<file path="src/rtl/alu_mul_sequencer_pkg.sv">
// Shared constants for the shift-and-add multiply sequencer: ALU action codes and FSM state encoding.
package alu_mul_sequencer_pkg;

   localparam int unsigned MUL_WORD_SIZE   = 16;
   localparam int unsigned MUL_ACTION_BITS = 4;
   localparam int unsigned MUL_STATE_BITS  = 3;

   // ALUAction codes understood by the shared EX-stage ALU
   localparam logic [MUL_ACTION_BITS-1:0] ALU_ADD  = 4'd0;
   localparam logic [MUL_ACTION_BITS-1:0] ALU_SHL  = 4'd6;
   localparam logic [MUL_ACTION_BITS-1:0] ALU_SHR  = 4'd7;
   localparam logic [MUL_ACTION_BITS-1:0] ALU_PASS = 4'd9;

   localparam logic [MUL_STATE_BITS-1:0] MUL_IDLE = 3'd0;
   localparam logic [MUL_STATE_BITS-1:0] MUL_ADD  = 3'd1;
   localparam logic [MUL_STATE_BITS-1:0] MUL_SHL  = 3'd2;
   localparam logic [MUL_STATE_BITS-1:0] MUL_SHR  = 3'd3;
   localparam logic [MUL_STATE_BITS-1:0] MUL_DONE = 3'd4;

endpackage

</file>
<file path="src/rtl/alu_mul_sequencer.sv">
// Multi-cycle shift-and-add multiplier that borrows the shared combinational ALU while busy;
// produces the low WORD_SIZE bits of op_a*op_b (valid for signed and unsigned operands).
module alu_mul_sequencer
   import alu_mul_sequencer_pkg::*;
#(
   parameter int unsigned WORD_SIZE       = MUL_WORD_SIZE,
   parameter int unsigned ALU_ACTION_BITS = MUL_ACTION_BITS
) (
   input  logic                       clk,
   input  logic                       reset_n,
   input  logic                       start,
   input  logic [WORD_SIZE-1:0]       op_a,
   input  logic [WORD_SIZE-1:0]       op_b,
   output logic                       busy,
   output logic                       done,
   output logic [WORD_SIZE-1:0]       product,
   output logic [ALU_ACTION_BITS-1:0] alu_action,
   output logic [WORD_SIZE-1:0]       alu_a,
   output logic [WORD_SIZE-1:0]       alu_b,
   input  logic [WORD_SIZE-1:0]       alu_result
);

   localparam int unsigned CNT_W = (WORD_SIZE > 1) ? $clog2(WORD_SIZE) : 1;

   logic [MUL_STATE_BITS-1:0] state_q, state_d;
   logic [WORD_SIZE-1:0]      acc_q, acc_d;
   logic [WORD_SIZE-1:0]      mcand_q, mcand_d;
   logic [WORD_SIZE-1:0]      mult_q, mult_d;
   logic [WORD_SIZE-1:0]      product_q, product_d;
   logic [CNT_W-1:0]          cnt_q, cnt_d;

   always_ff @(posedge clk or negedge reset_n) begin
      if (!reset_n) begin
         state_q   <= MUL_IDLE;
         acc_q     <= '0;
         mcand_q   <= '0;
         mult_q    <= '0;
         product_q <= '0;
         cnt_q     <= '0;
      end else begin
         state_q   <= state_d;
         acc_q     <= acc_d;
         mcand_q   <= mcand_d;
         mult_q    <= mult_d;
         product_q <= product_d;
         cnt_q     <= cnt_d;
      end
   end

   // Next-state and datapath register updates; ALU results are consumed only in the state that requested them
   always_comb begin
      state_d   = state_q;
      acc_d     = acc_q;
      mcand_d   = mcand_q;
      mult_d    = mult_q;
      product_d = product_q;
      cnt_d     = cnt_q;
      case (state_q)
         MUL_IDLE: begin
            if (start) begin
               acc_d   = '0;
               mcand_d = op_a;
               mult_d  = op_b;
               cnt_d   = '0;
               if (op_b == '0)   state_d = MUL_DONE;
               else if (op_b[0]) state_d = MUL_ADD;
               else              state_d = MUL_SHL;
            end
         end
         MUL_ADD: begin
            acc_d   = alu_result;
            state_d = MUL_SHL;
         end
         MUL_SHL: begin
            mcand_d = alu_result;
            state_d = MUL_SHR;
         end
         MUL_SHR: begin
            mult_d = alu_result;
            cnt_d  = cnt_q + CNT_W'(1);
            // the counter guard bounds the walk even if the multiplier never reaches zero
            if (alu_result == '0 || cnt_q == CNT_W'(WORD_SIZE - 1)) state_d = MUL_DONE;
            else if (alu_result[0])                               state_d = MUL_ADD;
            else                                                  state_d = MUL_SHL;
         end
         MUL_DONE: begin
            product_d = acc_q;
            state_d   = MUL_IDLE;
         end
         default: state_d = MUL_IDLE;
      endcase
   end

   // ALU request decoded purely from state
   always_comb begin
      alu_action = ALU_ACTION_BITS'(ALU_PASS);
      alu_a      = '0;
      alu_b      = '0;
      case (state_q)
         MUL_ADD: begin
            alu_action = ALU_ACTION_BITS'(ALU_ADD);
            alu_a      = acc_q;
            alu_b      = mcand_q;
         end
         MUL_SHL: begin
            alu_action = ALU_ACTION_BITS'(ALU_SHL);
            alu_a      = mcand_q;
         end
         MUL_SHR: begin
            alu_action = ALU_ACTION_BITS'(ALU_SHR);
            alu_a      = mult_q;
         end
         default: begin
            alu_action = ALU_ACTION_BITS'(ALU_PASS);
         end
      endcase
   end

   assign busy    = (state_q != MUL_IDLE);
   assign done    = (state_q == MUL_DONE);
   // product bypasses to acc during DONE so it is valid alongside the done pulse
   assign product = done ? acc_q : product_q;

endmodule

</file>
<file path="config.mk">
export PLATFORM = sky130hd
export DESIGN_NAME = alu_mul_sequencer
export DESIGN_NICKNAME = d
export VERILOG_FILES = /design/src/rtl/alu_mul_sequencer_pkg.sv /design/src/rtl/alu_mul_sequencer.sv
export SDC_FILE = /design/constraint.sdc
export NUM_CORES = 1
export LEC_CHECK = 0
export CORE_MARGIN = 2
export CORE_UTILIZATION = 35
export CTS_CLUSTER_DIAMETER = 80
export CTS_CLUSTER_SIZE = 24
export DETAILED_ROUTE_END_ITERATION = 12
export HOLD_SLACK_MARGIN = 0.05
export MAX_ROUTING_LAYER = met4
export PLACE_DENSITY_LB_ADDON = 0.25
export SYNTH_ARGS = -nofsm -noshare
export SYNTH_HDL_FRONTEND = slang
export SYNTH_SLANG_ARGS = --single-unit
</file>
<file path="constraint.sdc">
create_clock -name clk -period 4.9 [get_ports clk]
set_input_delay 0.98 -clock clk [delete_from_list [all_inputs] [get_ports clk]]
set_output_delay 0.98 -clock clk [all_outputs]
set_load 0.01 [all_outputs]
</file>
# --- Word level (Yosys, flattened, before mapping) ---
# Index checks and enable logic that the tools add are counted.
classes:
  n_addsub: 1
  eq_ne: 6
  n_mux: 18
  reduce_logical: 11
ops:
  columns: ["operator", "n"]
  rows:
  - ["16-bit case mux with 2 select lines", 3]
  - ["16-bit two-way mux", 5]
  - ["16-bit case mux with 3 select lines", 1]
  - ["16-bit zero test", 2]
  - ["3-bit case mux with 4 select lines", 1]
  - ["4-bit case mux with 3 select lines", 1]
  - ["3-bit two-way mux", 3]
  - ["4-bit case mux with 2 select lines", 1]
  - ["3-bit by 2-bit equality test with 1-bit output, second input constant", 2]
  - ["2-bit AND reduction", 3]
  - ["2-bit nonzero test", 3]
  - ["4-bit by 1-bit adder with 4-bit output, second input constant", 1]
  - ["4-bit equality test, second input constant", 1]
  - ["2-bit two-way mux", 2]
  - ["4-bit two-way mux", 1]
  - ["3-bit by 1-bit equality test with 1-bit output, second input constant", 1]
  - ["3-bit equality test, second input constant", 1]
  - ["3-bit zero test", 1]
  - ["3-bit nonzero test", 1]
  - ["2-bit inequality test, second input constant", 1]
  - ["1-bit logical OR", 1]
word_totals:
  reg_bits: 71
  in_bits: 51
  wordCells: 42

# --- Depth between registers and ports, before layout ---
# Gate-level depths: netlist (run 1).
depth:
  depth_word: 4
  mapped_depth: 7
  depth_no_buf: 4

# --- Worst setup path before layout (run 1) ---
# OpenSTA, ideal clock, no wires.
synth_path:
  path_type: "register to output"
  start: "register state_q[1]"
  end: "output port product[10]"
  t_arrival_ns: 1.550
  slack_ns: 2.370
  stages_incl_launch_ff: 5
  n_path_buf: 2
  path_cell_list: "dfrtp_1 -> buf_6 -> nor3b_2 -> buf_4 -> mux2_2"
synth_between:
  elab_chain_len: 2
synth_lines:
  columns: ["element", "line", "rtl"]
  rows:
  - ["start, declared", "alu_mul_sequencer.sv:25", "logic [MUL_STATE_BITS-1:0] state_q, state_d;"]
  - ["start signal, assigned", "alu_mul_sequencer.sv:41", "state_q <= state_d;"]
  - ["3-bit equality test", "alu_mul_sequencer.sv:120", "assign done = (state_q == MUL_DONE);"]
  - ["named net done", "alu_mul_sequencer.sv:15", "output logic done,"]
  - ["16-bit two-way mux", null, null]
  - ["end, declared", "alu_mul_sequencer.sv:16", "output logic [WORD_SIZE-1:0] product,"]
# The timed path passes the listed nets, and every way through them passes these cells.

# --- Worst setup path after layout (run 1) ---
layout_path:
  start: "register state_q[1]"
  end: "output port alu_b[10]"
layout_between:
  elab_chain_len: 2
layout_lines:
  columns: ["element", "line", "rtl"]
  rows:
  - ["3-bit by 1-bit equality test with 1-bit output", "alu_mul_sequencer.sv:99", "case (state_q)"]
  - ["16-bit two-way mux", "alu_mul_sequencer.sv:99", null]
  - ["end, declared", "alu_mul_sequencer.sv:19", "output logic [WORD_SIZE-1:0] alu_b,"]
# Every way passes these cells.

==> results of run 1 <==
[Yosys cell counts (8+ instances only)]
cell type	instances	share of area, %
nand2_1	52	5.4
nor4_1	8	1.4
mux2i_1	16	4.5
mux2_2	32	10
a31oi_1	17	3.0
dfrtp_1	71	49
a22oi_1	16	3.3
clkbuf_1	15	1.6
o21ai_0	17	2.4
and2_1	18	3.1
buf_2	8	1.1
a22o_1	17	4.1
nor2_1	36	3.8
[worst register-to-register path, stage by stage, from the launching register on]
cell	delay (ps)
dfrtp_1	1100
nor2b_1	340
and2_1	900
o21ai_0	250
[flip-flops by register name (all words and copies together), names as in the netlist]
name       cells
cnt_q          4
state_q        3
product_q     16
mult_q        16
acc_q         16
mcand_q       16
[metrics by stage]
step                worst slack, ps  power [mW]  cells  instance area [sq um]  hold WS, ps
floorplan                      2370       1.846    354                   3597        444.8
global placement               1395       2.455    575                   4732        466.6
detailed placement             1375       2.480    575                   4732        473.2
CTS                           979.9       2.915    591                   4907        485.5
global route                  841.3       3.104    591                   4907        504.7
finish                        983.5       2.893    591                   4907        487.8
[cell usage in the layout (no fill, tap or decap), types with 2 or more instances in the layout]
cell type and instances:
nor2_1 36, nand4_1 2, clkbuf_8 11, a22o_1 17, o21bai_1 2, nor2b_1 2, clkinv_2 4, o21ai_1 3
nand3_1 2, mux2i_1 16, mux2_2 32, o21ai_0 17, buf_4 9, a31oi_1 17, and2_1 18, clkdlybuf4s50_1 103
a22oi_1 16, nand2_1 52, nor4_1 8, dfrtp_1 71
[cell type report]
| type | instances | area share [%] |
|---|---|---|
| Clock buffer | 12 | 3.162 |
| Tap cell | 136 | 3.468 |
| Sequential cell | 71 | 36.21 |
| Timing Repair Buffer | 113 | 22.49 |
| Multi-Input combinational cell | 254 | 34.19 |
| Clock inverter | 4 | 0.4080 |
| Inverter | 1 | 0.07649 |
[worst min path at each step]
stage                            to  slack, ps  cells after the start
2_1_floorplan  cnt_q[3]$_DFFE_PN0P_        440                      1
3_3_place_gp   cnt_q[3]$_DFFE_PN0P_        470                      1
3_5_place_dp   cnt_q[3]$_DFFE_PN0P_        470                      1
4_1_cts        cnt_q[3]$_DFFE_PN0P_        490                      1
5_1_grt        cnt_q[3]$_DFFE_PN0P_        500                      1
6_report       cnt_q[3]$_DFFE_PN0P_        490                      1
[per-layer routing]
| metal | share of wire (%) | vias to the layer above | wire length, um | global-route usage, % |
|---|---|---|---|---|
| li1 | - | 1458 | - | - |
| met4 | 1.2 | 0 | 131 | 6.000 |
| met2 | 46 | 124 | 5094 | 30.83 |
| met3 | 6.6 | 11 | 723 | 4.576 |
| met1 | 46 | 1472 | 5033 | 28.85 |
| met5 | 0 | - | 0 | - |
[cell families (layout without fill, tap and decap cells)]
group / after synthesis / in the layout / synth area share [%]
compound gates: 76 / 76 / 14.47
buf+inv: 29 / 130 / 4.139
mux: 48 / 48 / 14.47
simple gates: 129 / 129 / 17.18
flops: 71 / 71 / 49.39
fa+ha+maj: 1 / 1 / 0.3478
[report_power, final]
group,internal (mW),switching (mW)
clock,0.208,0.219
combinational,0.741,0.729
sequential,0.803,0.193
==> reports/qor.yml, run 1 <==
worst_setup_path:
  rr_worst_depth: 3
  crit_buf_inv: 2
  crit_slowest_cell: "dfrtp_1"
  endpoint: "alu_b[10]"
  critPathKind: "reg2out"
  cp-startpoint: "state_q[1]$_DFFE_PN0P_"
  start_kind: "flip-flop"
  r2r-end: "mcand_q[10]$_DFFE_PN0P_"
  worst-r2r-setup-slack_ps: 2150
  cp_max_fo: 28
  crit_path_max_incr_delay_ps: 800
  end_kind: "output pin"
  rr_startpoint: "state_q[1]$_DFFE_PN0P_"
  critPathArrivalTime_ps: 2940
  path_depth: 4
  path_cells: "nor3_4 > buf_4 > and2_1 > clkdlybuf4s50_1"
  cpLargestDelayFamily: "buffers and inverters"
  cp.required_ps: 3920
floorplan:
  io-pin-count: 105
  dieArea_sq_mm: 0.01110
  die_h_um: 105.4
  core_area_sq_mm: 0.01014
  initial_core_util_pct: 35.48
  die_w_um: 105.4
  rows: 37
synthesis:
  synth_edf_count: 0
  syn_nets: 406
  synth-seq-cells: 71
  yosysWarnings: 0
  ys_types: 35
  syn_area_sq_mm: 0.003597
  syn_inst: 354
  avgSynthCellArea_sq_um: 10.16
  yosys_most_used_dff: "dfrtp_1"
  async_flop_share_pct: 100.0
  yosysSeqAreaShare_pct: 49.39
layout:
  multi_input_area_sq_mm: 0.001678
  final.fill_count: 946
  fin_nets: 502
  utilization_pct: 48.40
  seq_area_sq_mm: 0.001777
  antenna_cells: 0
  drive_gt1_share_pct: 13.63
  area_growth_syn_to_layout_pct: 36.42
route:
  vias: 3065
  drt_pre_antenna_iters: 4
  vias_per_cell: 5.186
  wire_per_inst_um: 18.58
  finalWirelength_um: 10980
  drtIter0Drc: 198
  antenna_left: 0
  drc: 0
global_routing:
  grtUsageTotal_pct: 20.84
  grt_pass1_vias: 3193
  antenna_found_initial: 0
  grt_max_degree: 46
  grt_overflow_total: 0
  grt_pass1_wl_um: 17410
clock_tree:
  path_clk_slew_ps: 70
  cts.sinks: 71
  cts_buffers: 9
  cts_hold_buffers: 0
  root_buffer: "clkbuf_8"
  cts_tree: "done"
  post_cts_resized: 0
  insertion_delay_ps: 350
  clockBufferDepth: 2
  htreeDepth: 3
  post_cts_buffers: 0
sta:
  fin_crit_sh_pct: 79.93
  max_freq_ghz: 0.2553
  finalHoldViolCount: 0
  slew_headroom_pct: 23.97
  tightestPinTransition_ps: 1140
  slew_viol_final: 0
  clock_skew_ps: 6.446
  final.min_clock_period_ps: 3916
  finalSetupTns_ps: 0
  rsz0062_at_grt: "no"
  setup_viol: 0
worst_hold_path:
  hp-start: "cnt_q[3]$_DFFE_PN0P_"
  min_path_type: "reg2reg"
placed_design:
  globalplace.congestion: 0.8233
  port_buffers: 104
  dpl.hpwl_um: 7566
status:
  outcome: "finished clean"
power:
  irDropWorstVdd_uv: 212.8
  leakagePower_nw: 2.083
  power_density_mw_per_mm2: 589.6
run:
  maxCapViolCount: 0
(Power assumes the default switching activity.)
==> inputs of run 2 (changes only) <==
==> constraint.sdc (replaced) <==
create_clock -name clk -period 3.6 [get_ports clk]
set_input_delay 0.72 -clock clk [delete_from_list [all_inputs] [get_ports clk]]
set_output_delay 0.72 -clock clk [all_outputs]
set_load 0.01 [all_outputs]
==> reports/qor.yml, run 2 (synthesized netlist as in run 1, its figures left out) <==
worst_hold_path:
  min_path_type: "in2async"
clock_tree:
  htreeDepth: 3  # unchanged
  cts_buffers: 9  # unchanged
  root_buffer: "clkbuf_8"
  insertion_delay_ps: 340  # about the same
  cts_hold_buffers: 0  # unchanged
  cts_tree: "done"
  clockBufferDepth: 2  # unchanged
  post_cts_buffers: 0  # unchanged
  cts.sinks: 71  # unchanged
  post_cts_resized: 0  # unchanged
  path_clk_slew_ps: 70  # about the same
worst_setup_path:
  cp_max_fo: 15  # -46%
  critPathKind: "reg2out"
  cp.required_ps: 2880  # -1040 ps
  critPathArrivalTime_ps: 2420  # -520 ps
  end_kind: "output pin"
  start_kind: "flip-flop"
floorplan:
  rows: 37  # unchanged
  die_w_um: 105.4  # unchanged
  io-pin-count: 105  # unchanged
  die_h_um: 105.4  # unchanged
  initial_core_util_pct: 35.48  # unchanged
  dieArea_sq_mm: 0.01110  # unchanged
  core_area_sq_mm: 0.01014  # unchanged
sta:
  fin_crit_sh_pct: 87.14
  finalSetupTns_ps: 0  # unchanged
  clock_skew_ps: 6.577  # +0.1306 ps
  rsz0062_at_grt: "no"
  finalHoldViolCount: 0  # unchanged
  slew_viol_final: 0  # unchanged
  max_freq_ghz: 0.3188
  tightestPinTransition_ps: 930.6  # -209.9 ps
  setup_viol: 0  # unchanged
  slew_headroom_pct: 37.89  # +14 points
  final.min_clock_period_ps: 3137
placed_design:
  globalplace.congestion: 0.8690  # +5.6%
  dpl.hpwl_um: 7740  # +2.3%
  port_buffers: 104  # unchanged
  numPlacedInstances: 580  # +0.87%
layout:
  fin_nets: 507  # +1.0%
  drive_gt1_share_pct: 13.97  # +0.35 points
  antenna_cells: 0  # unchanged
  layout.cells.non_filler: 594  # +0.51%
  most-common-layout-cells: "103 x clkdlybuf4s50_1, 71 x dfrtp_1, 52 x nand2_1"
  final.fill_count: 936  # -1.1%
  area_growth_syn_to_layout_pct: 37.50
  final_common_cell: "clkdlybuf4s50_1"
global_routing:
  grtUsageTotal_pct: 20.80  # -0.041 points
  grt_overflow_total: 0  # unchanged
  antenna_found_initial: 0  # unchanged
  grt_max_degree: 40  # -13%
  grt_pass1_vias: 3201  # +0.25%
  grt_pass1_wl_um: 17390  # about the same
route:
  drc: 0  # unchanged
  finalWirelength_um: 11070  # +0.76%
  vias: 3134  # +2.3%
  antenna_left: 0  # unchanged
  vias_per_cell: 5.276  # +1.7%
  drt_pre_antenna_iters: 5  # +1
  wire_per_inst_um: 18.63  # +0.25%
  drtIter0Drc: 195  # -1.5%
power:
  switching_share_pct: 39.33  # -0.093 points
  power_density_mw_per_mm2: 802.8  # +36%
  comb_power_share_pct: 51.9  # +1.1 points
  leakagePower_nw: 2.102  # +0.93%
  power_frac_seq_pct: 33.8  # -0.6 points
  p_sw_mw: 1.562  # +37%
  p_int_mw: 2.409  # +37%
  irDropWorstVdd_uv: 309.4  # +45%
  p_clk_share_pct: 14.3  # -0.5 points
run:
  maxCapViolCount: 0  # unchanged
status:
  outcome: "finished clean"
## run 2: layout make-up
cell class	count	area, sq um	area share, %
Clock inverter	1	5.005	0.1012
Timing Repair Buffer	118	1154	23.32
Multi-Input combinational cell	254	1678	33.92
Tap cell	136	170.2	3.440
Sequential cell	71	1777	35.92
Clock buffer	13	158.9	3.213
Inverter	1	3.754	0.07589
## run 2: critical path, stage by stage, from the launching register on
cell and delay [ps]:
dfrtp_1 770, nor2_1 180, buf_4 250, o21bai_1 280
clkdlybuf4s50_1 600
## run 2: power by group through the flow
stage                     combinational (mW)  sequential [mW]  clock (mW)
after floorplan                         1.28             1.23           0
after global placement                  2.02             1.35           0
after detailed placement                2.06             1.35           0
after CTS                               2.07             1.34       0.577
after global routing                    2.25             1.38       0.608
final                                   2.06             1.34       0.566
## run 2: worst paths after layout
path / start / endpoint / slack, ps / cells past startpoint
setup / recovery: state_q[1]$_DFFE_PN0P_ / alu_action[0] / 460 / 4
hold / removal: reset_n / acc_q[5]$_DFFE_PN0P_ / 470 / 1
setup reg to reg: state_q[1]$_DFFE_PN0P_ / state_q[1]$_DFFE_PN0P_ / 1260 / 5
hold reg to reg: cnt_q[3]$_DFFE_PN0P_ / cnt_q[3]$_DFFE_PN0P_ / 490 / 1
max in group asynchronous: reset_n / mult_q[14]$_DFFE_PN0P_ / 2440 / 2
min in group clk: cnt_q[3]$_DFFE_PN0P_ / cnt_q[3]$_DFFE_PN0P_ / 490 / 1
## run 2: metal layers
metal	wire length, um	part of all wire [%]	vias up	GRT usage (%)
met1	4985	45	1511	28.50
met5	0	0	-	-
met2	5096	46	152	31.38
met4	133	1.2	0	5.429
li1	-	-	1459	-
met3	851	7.7	12	4.576
## run 2: through the flow
stage / utilization [%] / setup slack, ps / hold WS (ps) / power [mW] / area (sq um)
after floorplan: - / 1330 / 424.4 / 2.513 / 3597
after global placement: 47.17 / 817.2 / 463.5 / 3.372 / 4782
after detailed placement: 47.17 / 844.2 / 472.2 / 3.416 / 4782
final: 48.78 / 463.0 / 468.6 / 3.971 / 4946
after CTS: 48.78 / 463.9 / 487.7 / 3.993 / 4946
after global routing: 48.78 / 333.3 / 499.3 / 4.237 / 4946
==> RTL edit (flow settings as in run 1) <==
Set the package constant `MUL_ACTION_BITS` to 6 (it was 4).
--- a/src/rtl/alu_mul_sequencer_pkg.sv
+++ b/src/rtl/alu_mul_sequencer_pkg.sv
@@ -4,3 +4,3 @@
    localparam int unsigned MUL_WORD_SIZE   = 16;
-   localparam int unsigned MUL_ACTION_BITS = 4;
+   localparam int unsigned MUL_ACTION_BITS = 6;
    localparam int unsigned MUL_STATE_BITS  = 3;
Interface: changed (resized alu_action); port bits go from 105 to 107. No check against the original RTL was run, so the function may have changed too.
==> RTL edit against run 1 <==
Synthesized area rose by 0.52%. Highest routed layer unchanged. Setup slack improved by 0.11 ns. Non-clock buffer count stayed put. Cell count grew 0.34%. Total power grew 3.9%. Design area grew 1.1%. Fmax grew 2.8%. Via count increased by 1.7%. Sequential cell count stayed put. Routed wire length increased by 0.92%.
==> RTL edit: results (changes against run 1) <==
| Metric | Value |
|---|---|
| Status | finished clean |
| Layout cells sized above 1 | 13.8% (+0.16 points) |
| Iter 0 DRT Violations | 133 (-33%) |
| Synth top cells by count | dfrtp_1, nand2_1, nor2_1, mux2_2, and2_1 |
| Sequential element share of the synthesized area | 49.1% (-0.26 points) |
| Setup ws final | 1.09 ns (+0.105 ns) |
| VDD IR-drop max | 252 uV (+18%) |
| Synthesized area per cell | 10.1 um2 (-0.32%) |
| Largest stage delay on the critical path | 1.00 ns (+0.20 ns) |
| Placed cell areas | 0.00474 mm2 (+0.16%) |
| Worst EP arrival | 2.83 ns (-0.11 ns) |
| Dpl cells | 577 (+0.35%) |
| Yosys cell types | 36 (+2.9%) |
| Slowest CP cell | dfrtp_1 |
| Post-detailed-route wirelength per cell | 18.7 um (+0.58%) |
| Vias after detailed routing | 3116 (+1.7%) |
| Max transition margin | 30.1% (+6.1 points) |
| GRT Overall Usage | 21.2% (+0.38 points) |
| Skew final | 0.00860 ns (+0.00215 ns) |
| Reg2Reg Setup Slack | 2.42 ns (+0.27 ns) |
| Final HPWL DP | 7630 um (+0.87%) |
| Vias in the first global route | 3317 (+3.9%) |
| Clock Tree Root | clkbuf_8 |
| Leakage power | 2.11 nW (+1.2%) |
| Leading post-synthesis cells by cell area | dfrtp_1, mux2_2, nand2_1, mux2i_1, a22o_1 |
| First-pass GRT wire length | 17900 um (+2.6%) |
| Pin count of the biggest net entering global routing | 45 (-2.2%) |
| Final nets | 504 (+0.40%) |
| Top FF cell, synth | dfrtp_1 |
| Delay-heaviest family, CP | flip-flops |
| Avg Vias per Cell | 5.25 (+1.3%) |
| Hold_ws | 0.497 ns (+0.00940 ns) |
| Reg clk slew, reported paths | 0.08 ns |
| Final Wtd Congestion | 0.787 (-4.4%) |
| Post-Place Setup Slack | 1.43 ns (+0.0584 ns) |
| Clk Latency, worst-skew pair | 0.35 ns (about the same) |
| Maximum fanout along the worst path | 27 (-3.6%) |
RTL edit: cell type report:
| cell class | instances | area (um2) |
|---|---|---|
| fill | 956 | 5220 |
| sequential | 71 | 1780 |
| multi-input combinational | 256 | 1690 |
| timing repair buffer | 113 | 1100 |
| tap | 136 | 170 |
| clock buffer | 10 | 138 |
| clock inverter | 6 | 83.8 |
| inverter | 1 | 3.75 |
RTL edit: power breakdown:
group | total, mW | switching [mW] | internal, mW
Combinational | 1.51 | 0.768 | 0.743
Clock | 0.531 | 0.232 | 0.299
Sequential | 0.965 | 0.161 | 0.803
Total | 3.01 | 1.16 | 1.85
RTL edit: final timing paths:
path                           endpoint  cells past startpoint        from
min reg2reg                    cnt_q[3]                      1    cnt_q[3]
max                          product[7]                      4  state_q[2]
max reg2reg                    acc_q[6]                      4  state_q[2]
min                            cnt_q[3]                      1    cnt_q[3]
min in group asynchronous  product_q[5]                      1     reset_n
max in group asynchronous   mcand_q[12]                      2     reset_n
RTL edit: cells by family (layout without fill, tap and decap cells):
logic type	Yosys count	after routing	synth area share, %
AOI/OAI and AO/OA	76	76	14.4
DFF	71	71	49.1
buffers and inverters	31	130	4.53
and+or+nand+nor	129	129	17.1
adders and majority gates	1	1	0.346
other	1	2	0.104
muxes	48	48	14.4
RTL edit: metal layers:
layer  wire length (um)  track usage, %  vias to the layer above  part of all wire (%)
li1                   -               -                     1459                     -
met1               5130            28.8                     1519                    46
met2               5090            31.5                      124                    46
met3                766            6.06                       14                   6.9
met4                100            5.17                        0                  0.90
met5                  0               -                        -                     0
